==> config.mk <==
export PLATFORM = sky130hd
export DESIGN_NAME = joypad_poller
export DESIGN_NICKNAME = d
export VERILOG_FILES = /design/src/rtl/joypad_poller.sv
export SDC_FILE = /design/constraint.sdc
export NUM_CORES = 1
export LEC_CHECK = 0
export ABC_AREA = 0
export CAP_MARGIN = 5
export CORE_MARGIN = 5
export CORE_UTILIZATION = 30
export DETAILED_ROUTE_END_ITERATION = 16
export SLEW_MARGIN = 20
export SYNTH_ARGS = -nofsm -noshare
export SYNTH_HDL_FRONTEND = slang
export SYNTH_SLANG_ARGS = --single-unit
==> constraint.sdc <==
create_clock -name clk -period 4.99 [get_ports clk]
set_input_delay 1.497 -clock clk [delete_from_list [all_inputs] [get_ports clk]]
set_output_delay 1.497 -clock clk [all_outputs]
set_load 0.005 [all_outputs]
==> src/rtl/joypad_poller.sv <==
// NES joypad host reader: drives latch/clock to the controller shift register and returns the button byte.
// Optional macro JOYPAD_SIG_CHECK_EN reads 24 bits and validates the 16-bit standard-controller signature.
module joypad_poller #(
  parameter int LATCH_CYCLES    = 4,
  parameter int HALF            = 2,
  parameter bit DATA_ACTIVE_LOW = 1'b0
) (
  input  logic       clk,
  input  logic       rst,
  input  logic       poll_req,
  input  logic       joypad_data,
  output logic       joypad_latch,
  output logic       joypad_clk,
  output logic [7:0] buttons,
  output logic       buttons_valid,
  output logic       busy,
  output logic       sig_err,
  output logic [2:0] dbg_state
);

`ifdef JOYPAD_SIG_CHECK_EN
  localparam int N = 24;
`else
  localparam int N = 8;
`endif
  localparam int MAXC = (LATCH_CYCLES > HALF) ? LATCH_CYCLES : HALF;
  localparam int CW   = $clog2(MAXC + 1);
  localparam int IW   = $clog2(N);

  localparam logic [CW-1:0] LATCH_LAST = CW'(LATCH_CYCLES - 1);
  localparam logic [CW-1:0] HALF_LAST  = CW'(HALF - 1);
  localparam logic [IW-1:0] IDX_LAST   = IW'(N - 1);

  typedef enum logic [2:0] {
    S_IDLE  = 3'd0,
    S_LATCH = 3'd1,
    S_LOW   = 3'd2,
    S_HIGH  = 3'd3,
    S_DONE  = 3'd4
  } state_t;

  // Handshake: poll_req is a level/pulse request taken only while idle (busy low);
  // buttons_valid is a one-cycle strobe with no ready, so consumers must capture buttons then.
  state_t          state, state_n;
  logic [CW-1:0]   cnt, cnt_n;
  logic [IW-1:0]   idx, idx_n;
  logic [N-1:0]    cap, cap_n;
  logic            sync1, sync2;
  logic            latch_n, jclk_n, busy_n, valid_n;
  logic [7:0]      buttons_n;
`ifdef JOYPAD_SIG_CHECK_EN
  logic            sig_err_q, sig_err_n;
`endif

  assign dbg_state = state;

  // Two-flop synchronizer for the asynchronous controller data line.
  always_ff @(posedge clk) begin
    if (rst) begin
      sync1 <= 1'b0;
      sync2 <= 1'b0;
    end else begin
      sync1 <= joypad_data;
      sync2 <= sync1;
    end
  end

  always_ff @(posedge clk) begin
    if (rst) begin
      state         <= S_IDLE;
      cnt           <= '0;
      idx           <= '0;
      cap           <= '0;
      joypad_latch  <= 1'b0;
      joypad_clk    <= 1'b0;
      busy          <= 1'b0;
      buttons_valid <= 1'b0;
      buttons       <= 8'h00;
    end else begin
      state         <= state_n;
      cnt           <= cnt_n;
      idx           <= idx_n;
      cap           <= cap_n;
      joypad_latch  <= latch_n;
      joypad_clk    <= jclk_n;
      busy          <= busy_n;
      buttons_valid <= valid_n;
      buttons       <= buttons_n;
    end
  end

`ifdef JOYPAD_SIG_CHECK_EN
  always_ff @(posedge clk) begin
    if (rst) sig_err_q <= 1'b0;
    else     sig_err_q <= sig_err_n;
  end
  assign sig_err = sig_err_q;
`else
  assign sig_err = 1'b0;
`endif

  // Outputs are computed for the upcoming state and registered, so the pins
  // change on the same edge the FSM enters the corresponding phase.
  always_comb begin
    state_n   = state;
    cnt_n     = cnt + CW'(1);
    idx_n     = idx;
    cap_n     = cap;
    latch_n   = 1'b0;
    jclk_n    = 1'b0;
    busy_n    = 1'b1;
    valid_n   = 1'b0;
    buttons_n = buttons;
`ifdef JOYPAD_SIG_CHECK_EN
    sig_err_n = sig_err_q;
`endif
    case (state)
      S_IDLE: begin
        cnt_n  = '0;
        busy_n = 1'b0;
        if (poll_req) begin
          state_n = S_LATCH;
          busy_n  = 1'b1;
          latch_n = 1'b1;
        end
      end
      S_LATCH: begin
        latch_n = 1'b1;
        if (cnt == LATCH_LAST) begin
          state_n = S_LOW;
          cnt_n   = '0;
          idx_n   = '0;
          latch_n = 1'b0;
        end
      end
      S_LOW: begin
        if (cnt == HALF_LAST) begin
          // Late in the low phase so the post-edge data has cleared the synchronizer.
          cap_n[idx] = sync2 ^ DATA_ACTIVE_LOW;
          state_n    = S_HIGH;
          cnt_n      = '0;
          jclk_n     = 1'b1;
        end
      end
      S_HIGH: begin
        jclk_n = 1'b1;
        if (cnt == HALF_LAST) begin
          cnt_n  = '0;
          jclk_n = 1'b0;
          if (idx == IDX_LAST) begin
            state_n = S_DONE;
            valid_n = 1'b1;
`ifdef JOYPAD_SIG_CHECK_EN
            if (cap[N-1:8] == 16'hF100) begin
              buttons_n = cap[7:0];
              sig_err_n = 1'b0;
            end else begin
              sig_err_n = 1'b1;
            end
`else
            buttons_n = cap[7:0];
`endif
          end else begin
            idx_n   = idx + IW'(1);
            state_n = S_LOW;
          end
        end
      end
      S_DONE: begin
        state_n = S_IDLE;
        busy_n  = 1'b0;
        cnt_n   = '0;
        idx_n   = '0;
      end
      default: begin
        state_n = S_IDLE;
        busy_n  = 1'b0;
        cnt_n   = '0;
        idx_n   = '0;
      end
    endcase
  end

endmodule

# [Word-level counts from Yosys, hierarchy flattened]
# Cells that the tools add are included.
[word_totals] regBits=31 inputBits=4 output_inout_bits=16 word_cells=63
[op_classes] add_sub_neg=2 n_lt_le_gt_ge=2 eq_ne=11 n_mux=24 bitwise=3 n_reduce_logical=10
[ops] operator="$mux 3" count=10
[ops] operator="$pmux 3 s4" count=1
[ops] operator="$ne 2x2->1 const B" count=5
[ops] operator="$eq 3x2->1 const B" count=3
[ops] operator="$pmux 3 s3" count=1
[ops] operator="$bwmux 8" count=1
[ops] operator="$reduce_and 4->1" count=2
[ops] operator="$add 3x1->3 const B" count=2
[ops] operator="$eq 3x1->1 const B" count=2
[ops] operator="$mux 1" count=6
[ops] operator="$pmux 1 s2" count=3
[ops] operator="$pmux 3 s2" count=1
[ops] operator="$reduce_or 3->1" count=2
[ops] operator="$lt 3x4->1 const B" count=1
[ops] operator="$reduce_or 2->1" count=2
[ops] operator="$demux 1 s3" count=1
[ops] operator="$eq 3x3->1 const B" count=1
[ops] operator="$ge 3x1->1 const B" count=1
[ops] operator="$logic_not 3->1" count=1
[ops] operator="$not 1->1" count=3
[ops] operator="$reduce_and 3->1" count=1
[ops] operator="$reduce_and 2->1" count=1
[ops] operator="$logic_and 1x1->1" count=1

# [Depth between registers and ports, before layout]
# Gate-level depths: netlist (run 1).
[depth] depth_word=5 depth_mapped=7 mapped_depth_nobuf=7

# [Worst setup path before layout (run 1)]
# Ideal clock, no wire load.
[synth_timing] path_type="input -> register" from="in rst" to="reg joypad_clk" setup_ns=0.132 arrival_ns=2.095 t_required_ns=4.858 slack_ns=2.763 stages=3 path_buffers=2 cell_sequence="clkbuf_1 -> clkbuf_1 -> nor3_1"
[synth_rtl] element="start: declaration" line_no="9" source="input logic rst,"
[synth_rtl] element="end signal: assignment" line_no="85" source="joypad_clk <= jclk_n;"
[synth_rtl] element="end: declaration" line_no="13" source="output logic joypad_clk,"
# No word-level cell between the ends.

# [Worst setup path in the final report (run 1)]
[layout_timing] from="reg state[0] (netlist: dbg_state[0])" to="out dbg_state[0]"
[layout_rtl] element="start: declaration" line_no="44" source="state_t state, state_n;"
[layout_rtl] element="start signal: assignment" line_no="80" source="state <= state_n;"
[layout_rtl] element="end: declaration" line_no="18" source="output logic [2:0] dbg_state"
# No word-level cell between the ends.

==> run_results.csv, run 1 <==
group,metric,value,unit
outcome,status,"finished clean",
yosys,ys_seq_elements,31,
floorplan,rows,25,
timing,rsz0062_at_grt,"no",
finish,area_growth,20.8,%
cts,cts_root_buf,"clkbuf_8",
floorplan,io-pin-count,20,
timing,worst_pin_slew,0.629,ns
yosys,synth_edf_count,0,
floorplan,fp.coreArea,4660,µm²
yosys,syn_avg_cell_area,9.51,µm²
power_and_ir_drop,pwr-share-clk,0.352,
floorplan,dieArea,6200,µm²
routing,dr.pass1.iters,4,
worst_setup_path,worst-path-buf-inv,1,
cts,holdBufCountCts,0,
worst_setup_path,criticalPathCategory,"flop to output pin",
worst_setup_path,critical_path.top_delay_family,"flip-flops",
cts,cts.sinks,31,
worst_setup_path,worstRegToRegCells,6,
job,maxCapViolCount,0,
global_routing,grt_overflow_total,0,
routing,remaining_drc_errors,0,
cts,clk_latency,0.29,ns
cts,cts_tree,"done",
yosys,ys_warn_count,0,
floorplan,fp.dieW,78.7,µm
timing,slew_violations,0,
min_path,hold_depth,1,
yosys,synth_top_area_frac,0.438,
yosys,synth_cells,149,
place,dp.cells,210,
power_and_ir_drop,p_leak,0.692,nW
finish,nNetsFinal,173,
place,numPortBuffers,18,
cts,ctsResizeCount,0,
routing,vias_per_cell,4.78,
routing,routedWlPerCell,12.5,µm
worst_setup_path,reg2reg_slack,2.91,ns
place,gp_congestion,0.777,
power_and_ir_drop,finalPower,615,µW
power_and_ir_drop,power_frac_seq,0.478,
power_and_ir_drop,p_per_area,360,nW/µm²
yosys,synthSimpleGateAreaFrac,0.260,
floorplan,die_h,78.7,µm
routing,wirelength,2720,µm
timing,setup_viol,0,
worst_setup_path,arrival,1.63,ns
power_and_ir_drop,ir_worst_vdd,127,µV
worst_setup_path,end_kind,"output pin",
yosys,yosysUniqueCellTypes,35,
power_and_ir_drop,intPower,445,µW
yosys,yosysMostFrequentCell,"dfxtp_1",
worst_setup_path,crit_cells,1,
routing,dr.first_iter.drc_count,56,
cts,cts_buffers,5,
timing,fin_crit_sh,0.628,
routing,num_vias,1042,
cts,clkSlewWorstSetupHoldPaths,0.06,ns
finish,drive_gt1_frac,0.0671,
cts,cts_setup_buffers,0,
yosys,synth_top_family_by_area,"simple AND/OR/NAND/NOR gates",
timing,hold_ws,0.442,ns
timing,fmax,319,MHz
yosys,synth_nets,159,
routing,ant_nets,0,
timing,hold_viol_final,0,
yosys,synth-compound-area-share,0.0521,
worst_setup_path,startpoint_type,"flop",
yosys,synthXorXnorAreaFrac,0.00618,
worst_setup_path,cp_slowest_cell,"dfxtp_1",
yosys,ys_seq_area_frac,0.438,
global_routing,grt_util_all_layers,0.100,
timing,slew-limit-headroom,0.580,
yosys,synth_area_leaders,"dfxtp_1, mux2i_1, ha_1",
cts,htree_levels,2,
timing,finClkSkew,0.00639,ns
worst_setup_path,critPathMaxFanout,20,
worst_setup_path,worstPathRequired,3.49,ns
power_and_ir_drop,combPwrFrac,0.170,
global_routing,grt_pass1_wl,4690,µm
finish,n_antenna_cell,0,
worst_setup_path,crit_chain,"clkdlybuf4s50_1",
yosys,muxShareOfSynthArea,0.134,
global_routing,grt_start_max_net_pins,30,
cts,cts_max_path_buffers,2,
timing,tns,0,ns
yosys,syn_area,1420,µm²
yosys,postSynth.asyncResetShare,0,
yosys,synth_fa_ha_area_frac,0.0530,
power_and_ir_drop,swShare,0.277,
yosys,ys.flop_type,"dfxtp_1",
global_routing,grt_pass1_vias,970,
place,hpwlAfterDp,1830,µm
power_and_ir_drop,p_sw,170,µW
worst_setup_path,max_stage_delay,0.72,ns
finish,fin_cells,218,
timing,final_period_minus_worst_setup_slack,3.13,ns
min_path,timing.hold.worst.class,"flop to flop",
global_routing,antenna_found_initial,0,
yosys,yosys.area.top_type,"dfxtp_1",
yosys,yosys-top-cells-count,"dfxtp_1, nor2_1, mux2i_1",
floorplan,start_util,0.304,
## per-layer routing
metal | track usage | routed length [µm] | vias up
li1 | - | - | 547
met1 | 0.120 | 1320 | 472
met2 | 0.138 | 1180 | 21
met3 | 0.0533 | 195 | 2
met4 | 0.0629 | 30 | 0
met5 | 0 | 0 | -
## placed cells by master (no fill, tap or decap), drive strengths merged, types with 2 or more instances in the layout
master and count:
inv 4, nand2b 8, nor3 6, o21ai 2
clkbuf 8, nor2 20, nor2b 4, dfxtp 31
clkdlybuf4s50 18, nand4 5, nand2 5, nand3 3
a21oi 4, ha 6, nor4 4, mux2i 19
## cells by family after synthesis
kind of cell,after synthesis
AND/OR/NAND/NOR,64
buffers and inverters,16
adder cells (fa/ha/maj),6
XOR/XNOR,1
other,1
multiplexers,19
flip-flops,31
AO/OA/AOI/OAI,11
## sequential cells by signal (all words and copies together) (netlist names)
| register | count |
|---|---|
| cap | 8 |
| sync1 | 1 |
| joypad_clk | 1 |
| cnt | 3 |
| buttons | 8 |
| sync2 | 1 |
| buttons_valid | 1 |
| dbg_state | 3 |
| joypad_latch | 1 |
| busy | 1 |
| idx | 3 |
## through the flow
step | cell area [µm²] | worst slack (ns) | utilization
floorplan | 1420 | 2.76 | -
global placement | 1610 | 2.05 | 0.346
detailed placement | 1610 | 2.01 | 0.346
CTS | 1710 | 1.84 | 0.367
global route | 1710 | 1.74 | 0.367
finish | 1710 | 1.86 | 0.367
## power by group through the flow
stage / combinational [mW] / sequential [mW] / clock (mW)
after floorplan: 0.102 / 0.273 / 0
after global placement: 0.106 / 0.299 / 0
after detailed placement: 0.107 / 0.299 / 0
after CTS: 0.107 / 0.293 / 0.227
after global routing: 0.119 / 0.298 / 0.237
final: 0.105 / 0.294 / 0.217
## worst register-to-register path: cells and delay by family, from the launching register on
family                     cells  cell delay [ns]
DFF                            1             0.51
adders and majority gates      2             0.39
and+or+nand+nor                3             0.83
muxes                          1             0.23
## final timing paths
kind | from | endpoint
max | dbg_state[0]$_SDFFE_PP0P_ | dbg_state[0]
min | sync1$_SDFF_PP0_ | sync2$_SDFF_PP0_
max reg2reg | idx[1]$_SDFFE_PP0P_ | buttons[3]$_SDFFE_PP0P_
min reg2reg | sync1$_SDFF_PP0_ | sync2$_SDFF_PP0_
## final cells by class
class,count,area [µm²]
multi-input combinational,102,719
clock buffer,8,100
tap,54,67.6
fill,491,2950
sequential,31,621
inverter,4,15.0
timing repair buffer,19,188
(Power assumes the default switching activity.)
==> run 2: changes to the inputs <==
Clock period 4.99 ns to 3 ns, I/O delays scaled along.
==> run_results.csv, run 2 (same netlist as run 1, synthesis figures left out) <==
group,metric,value,unit
worst_setup_path,critPathMaxFanout,20,
place,dp_worst_setup_slack,0.790,ns
global_routing,grt_start_max_net_pins,29,
global_routing,grt_util_all_layers,0.0962,
timing,hold_viol_final,0,
routing,dr.pass1.iters,4,
worst_setup_path,reg2reg_slack,0.92,ns
global_routing,grt_overflow_total,0,
worst_setup_path,end_kind,"output pin",
floorplan,dieArea,6200,µm²
finish,fill_cells,473,
finish,final_common_cell,"dfxtp_1",
finish,fin_cells,218,
floorplan,start_util,0.304,
power_and_ir_drop,p_per_area,594,nW/µm²
worst_setup_path,criticalPathCategory,"flop to output pin",
place,dp.cells,210,
worst_setup_path,critical_path.top_delay_family,"flip-flops",
routing,num_vias,1037,
cts,ctsResizeCount,0,
cts,cts_buffers,5,
routing,wirelength,2650,µm
finish,drive_gt1_frac,0.0671,
place,hpwlAfterDp,1820,µm
finish,reg_top3,"buttons (8), cap (8)",
job,maxCapViolCount,0,
cts,cts_max_path_buffers,2,
cts,holdBufCountCts,0,
timing,slew-limit-headroom,0.585,
floorplan,fp.dieW,78.7,µm
min_path,hold_depth,1,
worst_setup_path,arrival,1.61,ns
worst_setup_path,r2r-start,"idx[1]$_SDFFE_PP0P_",
timing,setup_viol,0,
power_and_ir_drop,ir_worst_vdd,197,µV
finish,layout_common_cells,"dfxtp_1, nor2_1, mux2i_1",
floorplan,die_h,78.7,µm
floorplan,rows,25,
cts,cts_tree,"done",
timing,tns,0,ns
worst_setup_path,crit_cells,1,
cts,cts.sinks,31,
timing,worst_pin_slew,0.621,ns
finish,nNetsFinal,173,
worst_setup_path,worstPathRequired,2.10,ns
cts,cts_setup_buffers,0,
worst_setup_path,cp_slowest_cell,"dfxtp_1",
worst_setup_path,r2r-end,"buttons[3]$_SDFFE_PP0P_",
routing,ant_nets,0,
place,gp_congestion,0.724,
timing,fmax,398,MHz
floorplan,io-pin-count,20,
min_path,hold-path-endpoint,"sync2$_SDFF_PP0_",
timing,rsz0062_at_grt,"no",
floorplan,fp.coreArea,4660,µm²
finish,n_antenna_cell,0,
worst_setup_path,worst-path-buf-inv,1,
timing,final.setup.worst_slack,0.486,ns
cts,htree_levels,2,
global_routing,antenna_found_initial,0,
worst_setup_path,max_stage_delay,0.72,ns
routing,routedWlPerCell,12.2,µm
min_path,min_from,"sync1$_SDFF_PP0_",
outcome,status,"finished clean",
routing,remaining_drc_errors,0,
place,numPortBuffers,18,
power_and_ir_drop,p_leak,0.692,nW
worst_setup_path,worstRegToRegCells,6,
routing,vias_per_cell,4.76,
cts,clkSlewWorstSetupHoldPaths,0.06,ns
timing,final_period_minus_worst_setup_slack,2.51,ns
global_routing,grt_pass1_vias,1018,
routing,dr.first_iter.drc_count,57,
timing,slew_violations,0,
finish,area_growth,20.8,%
cts,cts_root_buf,"clkbuf_8",
min_path,timing.hold.worst.class,"flop to flop",
worst_setup_path,startpoint_type,"flop",
timing,fin_crit_sh,0.838,
worst_setup_path,crit_chain,"clkdlybuf4s50_1",
global_routing,grt_pass1_wl,4660,µm
cts,clk_latency,0.28,ns
timing,finClkSkew,0.00563,ns
run 2: cell counts in the layout (fill, tap and decap cells not counted):
Identical to the previous run, type by type.
run 2: power by group:
group          internal (mW)  leakage, nW  switching (mW)  total (mW)
Sequential             0.434        0.251          0.0530       0.487
Clock                  0.209       0.0515           0.143       0.352
Combinational         0.0974        0.389          0.0797       0.177
run 2: layer usage:
layer	vias up	wire length [µm]	part of all wire	GRT usage
met1	467	1310	0.50	0.115
met5	-	0	0	0
li1	542	-	-	-
met2	20	1110	0.42	0.151
met3	8	173	0.065	0.0397
met4	0	46	0.017	0.0420
run 2: final cells by class:
type                            instances  area (µm²)  area share
Clock buffer                            8         100      0.0585
Timing Repair Buffer                   19         188       0.110
Tap cell                               54        67.6      0.0395
Multi-Input combinational cell        102         719       0.421
Sequential cell                        31         621       0.363
Inverter                                4        15.0     0.00878
run 2: worst max-delay path by stage:
stage,start,to
6_report,dbg_state[0]$_SDFFE_PP0P_,dbg_state[0]
3_5_place_dp,dbg_state[0]$_SDFFE_PP0P_,dbg_state[0]
5_1_grt,dbg_state[0]$_SDFFE_PP0P_,dbg_state[0]
2_1_floorplan,idx[1]$_SDFFE_PP0P_,buttons[5]$_SDFFE_PP0P_
4_1_cts,dbg_state[0]$_SDFFE_PP0P_,dbg_state[0]
3_3_place_gp,dbg_state[0]$_SDFFE_PP0P_,dbg_state[0]
run 2: stage by stage:
| step | power [mW] | instance area, µm² | utilization | hold slack (ns) |
|---|---|---|---|---|
| 3_3_place_gp | 0.676 | 1610 | 0.346 | 0.429 |
| 3_5_place_dp | 0.673 | 1610 | 0.346 | 0.423 |
| 2_1_floorplan | 0.624 | 1420 | - | 0.414 |
| 5_1_grt | 1.08 | 1710 | 0.367 | 0.457 |
| 6_report | 1.02 | 1710 | 0.367 | 0.434 |
| 4_1_cts | 1.03 | 1710 | 0.367 | 0.437 |
==> RTL change (flow settings as in run 2) <==
The parameter `DATA_ACTIVE_LOW` goes from 1'b0 to 1'b1.
--- a/src/rtl/joypad_poller.sv
+++ b/src/rtl/joypad_poller.sv
@@ -3,7 +3,7 @@
 module joypad_poller #(
   parameter int LATCH_CYCLES    = 4,
   parameter int HALF            = 2,
-  parameter bit DATA_ACTIVE_LOW = 1'b0
+  parameter bit DATA_ACTIVE_LOW = 1'b1
 ) (
   input  logic       clk,
   input  logic       rst,
Function: no difference found for any inputs over 10 cycles, from zero or initial values and one cycle with rst high; that may be too few to reach the edited logic, so the function may still have changed.
==> RTL change against run 2 <==
- sequential cell count unchanged
- area after synthesis down 1.2%
- global-route usage up 0.72 points
- setup slack better by 0.13 ns
- routed wire length up 10%
- design area up 1.5%
- critical endpoint is now dbg_state[2]
Power is not compared: it rests on default switching activity, and its combinational part moved more than twofold at a synthesized area within 25%.
==> RTL change: results (changes against run 2) <==
GRT
  • Initial antenna violation count: 0 (unchanged)
  • Tot GR Track Use: 10.3% (+0.72 points)
  • Vias in the first global route: 1043 (+2.5%)
  • Largest net degree at the start of global routing: 23 (-21%)
  • Global-route wire length before repair: 5.05 mm (+8.3%)

Synth
  • Top cells by instance count after synthesis: dfxtp_1 (31), a21oi_1 (12), nand2b_1 (12)
  • Top cells by area, synth: dfxtp_1 (44%), mux2i_1 (5.7%), ha_1 (5.4%)
  • Ys Warns: 0 (unchanged)
  • Yosys cell types: 35 (unchanged)
  • Post-synthesis sequential area ratio: 44.4% (+0.55 points)
  • Post-synth ARST share: 0% (unchanged)
  • Syn_nets: 158 (-0.63%)
  • Ys flop type: dfxtp_1

Clock tree
  • Clock tree buffer depth: 2 (unchanged)
  • Clock Root Buffer: clkbuf_8
  • Clock latency on the worst-skew pair: 0.28 ns (about the same)
  • Post-CTS Repair Setup Buffers: 0 (unchanged)
  • # H-tree levels: 2 (unchanged)
  • Post_cts resized: 0 (unchanged)
  • Inserted Clock Buffers: 5 (unchanged)
  • Worst-path clk slew: 0.06 ns (about the same)

Critical path
  • R2R depth: 4 (-2)
  • Crit path largest cell delay: 0.61 ns (-0.11 ns)
  • CP max stage cell: dfxtp_1
  • Arr. time, crit path: 1.48 ns (-0.13 ns)
  • CP max FO: 13 (-35%)
  • CP delay by family, top: flip-flops

Placed design
  • Placed cell areas: 1620 um2 (+0.47%)
  • Hpwl dp: 2.04 mm (+13%)
  • Port buffer count: 18 (unchanged)
  • DP Worst Slack: 0.798 ns (+0.00817 ns)
  • GP Congestion: 0.757 (+4.6%)

Routing
  • DRT Wirelength: 2.91 mm (+10%)
  • DR iter-0 viols: 81 (+42%)
  • Via Count: 1115 (+7.5%)
  • Drt first pass iters: 4 (unchanged)

STA
  • Worst Tran Pin Value: 0.819 ns (+0.198 ns)
  • Max-slew violation count: 0 (unchanged)
  • Setup Skew: 0.00447 ns (-0.00115 ns)

Finish
  • N_diodes: 0 (unchanged)
  • Layout cell share with drive strength beyond 1: 10.2% (+3.5 points)
  • Biggest regs: buttons x8, cap x8
  • Fillers: 462 (-2.3%)
  • Fin nets: 175 (+1.2%)

Power and ir drop
  • Lkg Pwr: between 0.6 and 0.7 nW
  • Switching power: 0.000175 W
  • Max VDD drop: around 260 uV

Status
  • Outcome: complete, no violations

Min path
  • Worst Hold Depth: 1 (unchanged)
  • Hold Path Class: flop to flop
## RTL change: changes by cell type in the layout (fill, tap and decap cells not counted), sizes merged, moves of 4 or more
cell / delta
nor2: -17
mux2i: -11
a21oi: +8
o21ai: +8
nand3: +7
nand2b: +4
## RTL change: kinds of logic (layout without fill, tap and decap cells)
family	after synthesis	after routing	share of synthesized area (%)
xor+xnor	1	1	0.626
other cells	1	1	0.268
buf+inv	14	32	4.29
simple gates	56	56	25.5
flops	31	31	44.4
compound gates	30	30	13.1
mux	9	9	6.53
fa+ha+maj	6	6	5.37
## RTL change: worst paths after layout
path | start | to | slack [ns]
worst max register to register | dbg_state[1]$_SDFFE_PP0P_ | cap[7]$_SDFFE_PP0P_ | 1.28
worst min register to register | sync1$_SDFF_PP0_ | sync2$_SDFF_PP0_ | 0.44
worst max-delay path | dbg_state[2]$_SDFFE_PP0P_ | dbg_state[2] | 0.62
worst min-delay path | sync1$_SDFF_PP0_ | sync2$_SDFF_PP0_ | 0.44
## RTL change: area by class of cell
type / count / area, um2 / area share, %
clock buffer: 6 / 82.6 / 4.76
sequential: 31 / 621 / 35.8
clock inverter: 2 / 35.0 / 2.02
inverter: 3 / 11.3 / 0.649
tap: 52 / 65.1 / 3.75
timing repair buffer: 21 / 203 / 11.7
multi-input combinational: 103 / 718 / 41.4
## RTL change: routing by layer
metal	share of wire [%]	vias to the layer above	global-route usage [%]	wire [um]
met3	4.8	5	3.43	140
met5	0	-	0	0
li1	-	562	-	-
met2	45	22	15.4	1330
met1	48	526	13.5	1390
met4	1.9	0	4.72	56
## RTL change: power groups by stage
stage	Combinational, W	Clock, W	Sequential [W]
6_report	0.0000521	0.000414	0.000420
4_1_cts	0.0000527	0.000423	0.000420
2_1_floorplan	0.0000317	0	0.000431
5_1_grt	0.0000580	0.000440	0.000420
3_3_place_gp	0.0000511	0	0.000429
3_5_place_dp	0.0000526	0	0.000429
## RTL change: stage by stage
stage / hold WS, ns / power (W) / cells
after floorplan: 0.414 / 0.000462 / 148
after global placement: 0.426 / 0.000480 / 210
after detailed placement: 0.420 / 0.000482 / 210
after CTS: 0.435 / 0.000895 / 218
after global routing: 0.478 / 0.000918 / 218
final: 0.435 / 0.000886 / 218
